==> config.mk <==
export PLATFORM = sky130hd
export DESIGN_NAME = freq_div_prog
export DESIGN_NICKNAME = d
export VERILOG_FILES = /design/src/rtl/freq_div_prog.sv
export SDC_FILE = /design/constraint.sdc
export NUM_CORES = 1
export LEC_CHECK = 0
export CAP_MARGIN = 20
export CORE_AREA = 2 2 184 150
export DETAILED_ROUTE_END_ITERATION = 12
export DIE_AREA = 0 0 186 152
export SLEW_MARGIN = 20
export SYNTH_ARGS = -nofsm -noshare
export SYNTH_HDL_FRONTEND = slang
export SYNTH_SLANG_ARGS = --single-unit
==> constraint.sdc <==
create_clock -name clk_50MHz -period 6.37 [get_ports clk_50MHz]
set_input_delay 1.5925 -clock clk_50MHz [delete_from_list [all_inputs] [get_ports clk_50MHz]]
set_output_delay 1.5925 -clock clk_50MHz [all_outputs]
set_load 0.01 [all_outputs]
==> src/rtl/freq_div_prog.sv <==
// freq_div_prog: runtime-programmable clock divider.
// Produces a registered divided clock (LO cycles low, then HI cycles high per
// period), a one-cycle tick in the last cycle of each period, and a shadowed
// configuration interface. A new setting is validated on load, held pending,
// and only takes effect at a period boundary (or at once while idle), so the
// output never glitches mid-period.
module freq_div_prog #(
  parameter int unsigned      WIDTH   = 26,
  parameter logic [WIDTH-1:0] DEF_DIV = WIDTH'(49_999_999),
  parameter logic [WIDTH-1:0] DEF_HI  = WIDTH'(25_000_000)
) (
  input  logic             clk_50MHz,
  input  logic             clr,
  input  logic             en,
  input  logic             load,
  input  logic [WIDTH-1:0] cfg_div,
  input  logic [WIDTH-1:0] cfg_hi,
  output logic             clk_out,
  output logic             tick,
  output logic             upd_ack,
  output logic             cfg_err,
  output logic             busy
);

  typedef enum logic {
    ST_IDLE = 1'b0,
    ST_RUN  = 1'b1
  } state_t;

  state_t state_q, state_d;

  // Period counter and active (in-use) configuration
  logic [WIDTH-1:0] count_q, count_d;
  logic [WIDTH-1:0] act_div_q, act_div_d;
  logic [WIDTH-1:0] act_hi_q, act_hi_d;

  // Shadow configuration waiting for the next boundary
  logic [WIDTH-1:0] pend_div_q, pend_div_d;
  logic [WIDTH-1:0] pend_hi_q, pend_hi_d;
  logic             pend_q, pend_d;

  // Registered outputs
  logic             clk_out_q, clk_out_d;
  logic             tick_q, tick_d;
  logic             upd_ack_q, upd_ack_d;
  logic             cfg_err_q, cfg_err_d;

  // Decoded control
  logic             boundary;
  logic             apply;
  logic             load_ok;
  logic [WIDTH:0]   cfg_div_p1;
  logic [WIDTH:0]   lo_d;

  // Period boundary is the last cycle of a running period; pending settings
  // are taken here, or on any idle cycle since idle has no period to protect.
  always_comb begin
    boundary   = (state_q == ST_RUN) && (count_q == act_div_q);
    apply      = pend_q && ((state_q == ST_IDLE) || boundary);
    cfg_div_p1 = {1'b0, cfg_div} + (WIDTH+1)'(1);
    load_ok    = load && (cfg_div != '0) && ({1'b0, cfg_hi} <= cfg_div_p1);
  end

  // Run/idle state register
  always_ff @(posedge clk_50MHz or negedge clr) begin
    if (!clr) begin
      state_q <= ST_IDLE;
    end else begin
      state_q <= state_d;
    end
  end

  // Next state follows the run enable, one cycle later
  always_comb begin
    state_d = state_q;
    case (state_q)
      ST_IDLE: if (en)  state_d = ST_RUN;
      ST_RUN:  if (!en) state_d = ST_IDLE;
      default: state_d = ST_IDLE;
    endcase
  end

  // Configuration path: boundary apply first, then the new load, so a load
  // landing on a boundary becomes the next pending value instead of racing it
  always_comb begin
    act_div_d  = act_div_q;
    act_hi_d   = act_hi_q;
    pend_div_d = pend_div_q;
    pend_hi_d  = pend_hi_q;
    pend_d     = pend_q;
    upd_ack_d  = 1'b0;
    cfg_err_d  = 1'b0;
    if (apply) begin
      act_div_d = pend_div_q;
      act_hi_d  = pend_hi_q;
      pend_d    = 1'b0;
      upd_ack_d = 1'b1;
    end
    if (load && !load_ok) begin
      cfg_err_d = 1'b1;
    end
    if (load_ok) begin
      pend_div_d = cfg_div;
      pend_hi_d  = cfg_hi;
      pend_d     = 1'b1;
    end
  end

  // Counter: held at zero outside RUN, wraps at the boundary so every
  // restart or new configuration begins a fresh period
  always_comb begin
    count_d = count_q + WIDTH'(1);
    if ((state_q == ST_IDLE) || (state_d == ST_IDLE) || boundary) begin
      count_d = '0;
    end
  end

  // Output decode on next-cycle values so clk_out and tick come straight
  // from flops yet line up with the count they describe
  always_comb begin
    lo_d      = {1'b0, act_div_d} + (WIDTH+1)'(1) - {1'b0, act_hi_d};
    clk_out_d = (state_d == ST_RUN) && ({1'b0, count_d} >= lo_d);
    tick_d    = (state_d == ST_RUN) && (count_d == act_div_d);
  end

  // Datapath and output registers, all cleared asynchronously
  always_ff @(posedge clk_50MHz or negedge clr) begin
    if (!clr) begin
      count_q    <= '0;
      act_div_q  <= DEF_DIV;
      act_hi_q   <= DEF_HI;
      pend_div_q <= '0;
      pend_hi_q  <= '0;
      pend_q     <= 1'b0;
      clk_out_q  <= 1'b0;
      tick_q     <= 1'b0;
      upd_ack_q  <= 1'b0;
      cfg_err_q  <= 1'b0;
    end else begin
      count_q    <= count_d;
      act_div_q  <= act_div_d;
      act_hi_q   <= act_hi_d;
      pend_div_q <= pend_div_d;
      pend_hi_q  <= pend_hi_d;
      pend_q     <= pend_d;
      clk_out_q  <= clk_out_d;
      tick_q     <= tick_d;
      upd_ack_q  <= upd_ack_d;
      cfg_err_q  <= cfg_err_d;
    end
  end

  assign clk_out = clk_out_q;
  assign tick    = tick_q;
  assign upd_ack = upd_ack_q;
  assign cfg_err = cfg_err_q;
  assign busy    = pend_q;

endmodule

* Word-level counts from Yosys, hierarchy flattened
Index checks and enable logic that the tools add are counted.
** Storage, ports and cells
- Register bits :: 136
- Input bits :: 56
- Output and inout port bits :: 5
- Logic and storage cells :: 42
** Cells by class
- $add $sub $neg :: 4
- Magnitude comparators :: 2
- Equal/unequal tests :: 2
- Mux-type cells :: 8
- Bitwise logic cells :: 2
- Reduce and logical (&&, ||, !) cells :: 13
** Operators with widths (count)
- $mux W26 :: 3
- $add A26 B1 Y27 const B :: 2
- $eq A26 B26 Y1 :: 2
- $ge A26 B27 Y1 :: 1
- $le A26 B27 Y1 :: 1
- $sub A27 B26 Y27 :: 1
- $add A26 B1 Y26 const B :: 1
- $reduce_bool A26 Y1 :: 1
- $logic_and A1 B1 Y1 :: 7
- $mux W1 :: 5
- $logic_or A1 B1 Y1 :: 3
- $not A1 Y1 :: 2
- $reduce_bool A2 Y1 :: 1
- $logic_not A1 Y1 :: 1

* Depth between registers and ports, before layout
- Word-level depth :: 9
- Mapped depth :: 31
- Mapped depth without buffers :: 29

* Least setup slack after synthesis
Ideal clock, no wire load.
- Path type :: reg-to-reg
- Start :: reg count_q[9]
- End :: reg clk_out_q, in the netlist clk_out
- Library setup time :: 0.131 ns
- Arrival :: 6.142 ns
- Required time :: 6.239 ns
- Path slack :: 0.097 ns
- Cell stages (with the launch flop) :: 31
- Path buffers :: 4
- Cells stage by stage :: dfrtp_1 > buf_6 > xor2_1 > nor4_1 > nand4_1 > o41ai_4 > buf_2 > buf_4 > buf_2 > mux2i_1 > ha_1 > ha_1 > a211oi_1 > o21bai_1 > a211o_1 > a221o_1 > o2111ai_1 > a41oi_1 > a21o_1 > a21oi_1 > xor2_1 > ha_1 > a21o_1 > a21oi_1 > o21ai_0 > nor2_1 > o21ai_0 > o221ai_1 > a21oi_1 > nand2b_1 > mux2i_1
** On the way
- Word-level cells in the longest chain between the ends :: 9
** RTL lines
- start: declaration :: line 33 : logic [WIDTH-1:0] count_q, count_d;
- start signal: assignment :: line 140 : count_q <= count_d;
- $eq A26 B26 Y1 (*) :: line 58 : boundary = (state_q == ST_RUN) && (count_q == act_div_q);
- $logic_and A1 B1 Y1 (*) :: line 58
- $logic_or A1 B1 Y1 (*) :: line 59 : apply = pend_q && ((state_q == ST_IDLE) || boundary);
- $logic_and A1 B1 Y1 (*) :: line 59
- net apply :: line 50 : logic apply;
- $mux W26 :: line 93 : if (apply) begin
- $add A26 B1 Y27 :: line 121 : lo_d = {1'b0, act_div_d} + (WIDTH+1)'(1) - {1'b0, act_hi_d};
- $sub A27 B26 Y27 (*) :: line 121
- $ge A26 B27 Y1 (*) :: line 122 : clk_out_d = (state_d == ST_RUN) && ({1'b0, count_d} >= lo_d);
- $logic_and A1 B1 Y1 (*) :: line 122
- net clk_out_d :: line 43 : logic clk_out_q, clk_out_d;
- end signal: assignment :: line 146 : clk_out_q <= clk_out_d;
- end: declaration :: line 43
The timed path passes the listed nets; every way through them passes the cells marked *.
A chain may end at the register's enable or synchronous reset.

* Worst setup path in the final report
- Start :: reg act_div_q[21]
- End :: reg clk_out_q, in the netlist clk_out
** On the way
- Word-level cells in the longest chain between the ends :: 9
** RTL lines
- start: declaration :: line 34 : logic [WIDTH-1:0] act_div_q, act_div_d;
- start signal: assignment :: line 141 : act_div_q <= act_div_d;
- $eq A26 B26 Y1 :: line 58
- $logic_and A1 B1 Y1 :: line 58
- $logic_or A1 B1 Y1 :: line 59
- $logic_and A1 B1 Y1 :: line 59
- $mux W26 :: line 93
- net act_div_d[9] :: line 34
- $add A26 B1 Y27 :: line 121
- $sub A27 B26 Y27 :: line 121
- $ge A26 B27 Y1 :: line 122
- $logic_and A1 B1 Y1 :: line 122
- net clk_out_d :: line 43
The timed path passes the listed nets, and every way through them passes these cells.

==> results.toml <==
[detailed_routing]
vias = 6777
routedWlPerCell_um = 18.1
drc_errors = 0
drt-total-wl_um = 24200
detail-route-antenna-nets = 0
drt_pass1_iterations = 5
viasPerCell = 5.07
drt_iter0_markers = 525

[yosys]
synth_top_area_share = 0.291
synthTopCellsByArea = "dfrtp_1 (29%), ha_1 (15%), mux2_2 (9.5%)"
syn_area_um2 = 9120
syn_area_per_cell_um2 = 10.5
yosysTopAreaCell = "dfrtp_1"
synth-edff-count = 0
syn_inst = 868
syn-num-nets = 1031
yosysWarningCount = 0
synth_seq_cells = 136
yosysSeqAreaShare = 0.377
async_flop_share = 1.00
synth_cell_types = 55
ys.flop_type = "dfrtp_1"

[cells_and_area]
fin_util = 0.426
final_cells = 1336
final_cell_mix = "dfrtp_1 (106), ha_1 (88), mux2_2 (74)"
layout.nets = 1122
multi_input_area_um2 = 5750
area.sequential_um2 = 3440
final_common_cell = "dfrtp_1"
antenna_cells = 0
n_fill_cell = 2529
drive_gt1_frac = 0.220
area_delta_synth_final_pct = 24.6

[run]
drv_cap = 0

[critical_path]
r2r_cells = 28
worst-path-max-fanout = 9
cp.depth = 28
crit_end = "clk_out"
start_kind = "register"
cpMaxStageDelayCell = "dfstp_2"
crit_type = "register to register"
r2r-start = "act_div_q[21]"
rrSetupSlack_ps = 240
critical-path-max-stage-delay_ps = 540
critPathLaunch = "act_div_q[21]"
cp_top_family = "compound AO/OA/AOI/OAI gates"
r2r-end = "clk_out"
crit_buf_inv = 2
critPathArrivalTime_ps = 6430
endpoint_kind = "register"
required_ps = 6670

[min_path]
min-delay-start = "act_hi_q[25]"
hold_class = "register to register"

[die]
rows = 54
die_y_um = 152
die-area_um2 = 28300
die_w_um = 186
pin_count = 61
coreArea_um2 = 26700
start_util = 0.342

[clocking]
tritoncts = "built"
htreeDepth = 4
cts_hold_buf = 0
clkSlewWorstSetupHoldPaths_ps = 60
cts.path.max_buffers = 2
cts_made_buffers = 17
insertion_delay_ps = 430
ctsRootBufferMaster = "clkbuf_16"
cts.sinks = 136

[power_and_ir_drop]
p_clk_frac = 0.217
p_sw_frac = 0.388
p_int_uw = 3040
p_comb_frac = 0.528
powerDensity_nw_per_um2 = 436
p_leak_uw = 0.00492
seqPwrFrac = 0.254
power_switching_uw = 1920
ir_worst_vdd_v = 0.000191

[sta]
slew_headroom = 0.364
min_period_over_period = 0.962
period_minus_slack_ps = 6130
worst_pin_slew_ps = 954
skew_ps = 11.4
fin_setup_tns_ps = 0
hold_viol_final = 0
max_freq_mhz = 163
slew_viol_final = 0
setup_viol = 0
fin_ws_ps = 239

[global_routing]
antenna_found_initial = 0
use_met1 = 0.274
grt_busiest_layer = "met1"
use_met2 = 0.237
grtUsageTotal = 0.174
grt_max_degree = 102
grt_pass1_wl_um = 37400
overflow = 0
met3_usage = 0.0333
grt_pass1_vias = 6655

[placed_design]
dp.cells = 1299
place_congestion = 0.913
io_buffers = 60
dpl.hpwl_um = 19000
pre_cts_slack_ps = -133

[outcome]
status = "completed"
flip-flops by register name (all words and copies together) (netlist names):
name,cells
pend_div_q,26
pend_hi_q,26
busy,1
count_q,26
act_hi_q,26
state_q,1
act_div_q,26
upd_ack,1
cfg_err,1
clk_out,1
tick,1
power groups by stage:
| stage | clock [uW] | combinational, uW | sequential, uW |
|---|---|---|---|
| final | 1080 | 2620 | 1260 |
| after CTS | 1090 | 2300 | 1250 |
| after global routing | 1140 | 2910 | 1280 |
| after global placement | 0 | 2220 | 1250 |
| after floorplan | 0 | 1720 | 1190 |
| after detailed placement | 0 | 2250 | 1260 |
worst min path at each step:
stage,to,cells after the start
3_3_place_gp,act_hi_q[25],2
4_1_cts,act_hi_q[25],2
6_report,act_hi_q[25],2
5_1_grt,pend_div_q[5],1
3_5_place_dp,act_hi_q[25],2
2_1_floorplan,act_hi_q[10],2
logic make-up (layout without fill, tap and decap cells):
| logic type | Yosys count | count (layout) | share of synthesized area |
|---|---|---|---|
| adder cells (fa/ha/maj) | 107 | 107 | 0.148 |
| multiplexers | 104 | 104 | 0.125 |
| flip-flops | 136 | 136 | 0.377 |
| AND/OR/NAND/NOR | 219 | 219 | 0.122 |
| buffers and inverters | 71 | 175 | 0.0321 |
| XOR/XNOR | 119 | 119 | 0.114 |
| AO/OA/AOI/OAI | 112 | 112 | 0.0819 |
metrics by stage:
stage | cell area, um^2 | hold WS [ps] | power (uW)
floorplan | 9120 | 452 | 2900
global placement | 10300 | 475 | 3480
detailed placement | 10300 | 480 | 3510
CTS | 11000 | 495 | 4640
global route | 11400 | 526 | 5330
finish | 11400 | 489 | 4960
cell usage after synthesis, drive strengths merged (2+ instances only):
cell / number
ha: 106
o41ai: 2
xnor2: 47
nor4: 12
nor3: 13
nand4: 18
and4: 9
or3: 4
buf: 14
mux2: 78
o21a: 7
and2: 3
clkbuf: 4
a2111oi: 2
or2: 2
and3: 13
nand2: 39
nor2: 57
o21ai: 23
o21bai: 4
a211oi: 6
o31ai: 2
nand2b: 7
mux2i: 26
inv: 53
a41oi: 3
xor2: 72
dfstp: 30
dfrtp: 106
nand3: 29
a21oi: 34
a21o: 17
nor2b: 9
worst reg2reg max path, delay by kind of cell (launching register included):
| family | cells | cell delay, ps |
|---|---|---|
| buf+inv | 2 | 350 |
| fa+ha+maj | 3 | 880 |
| simple gates | 6 | 890 |
| xor+xnor | 2 | 300 |
| compound gates | 13 | 2610 |
| flops | 1 | 540 |
| mux | 2 | 460 |
final cells by class:
cell class | instances | share of cell area
clock inverters | 13 | 0.0168
inverters | 53 | 0.0175
repair buffers | 90 | 0.0773
flip-flops and latches | 136 | 0.303
clock buffers | 19 | 0.0399
well taps | 364 | 0.0401
multi-input cells | 661 | 0.506
routing by layer:
| layer | vias to the layer above | wire length (um) |
|---|---|---|
| li1 | 3288 | - |
| met1 | 3297 | 12800 |
| met2 | 159 | 9930 |
| met3 | 33 | 1000 |
| met4 | 0 | 539 |
| met5 | - | 0 |
timing repair:
action,CTS,global route
pin swaps,2,13
setup buffers,2,3
setup endpoints to repair,1,1
gates resized for setup,4,59
Note: power is estimated with default switching activity, not from simulation.
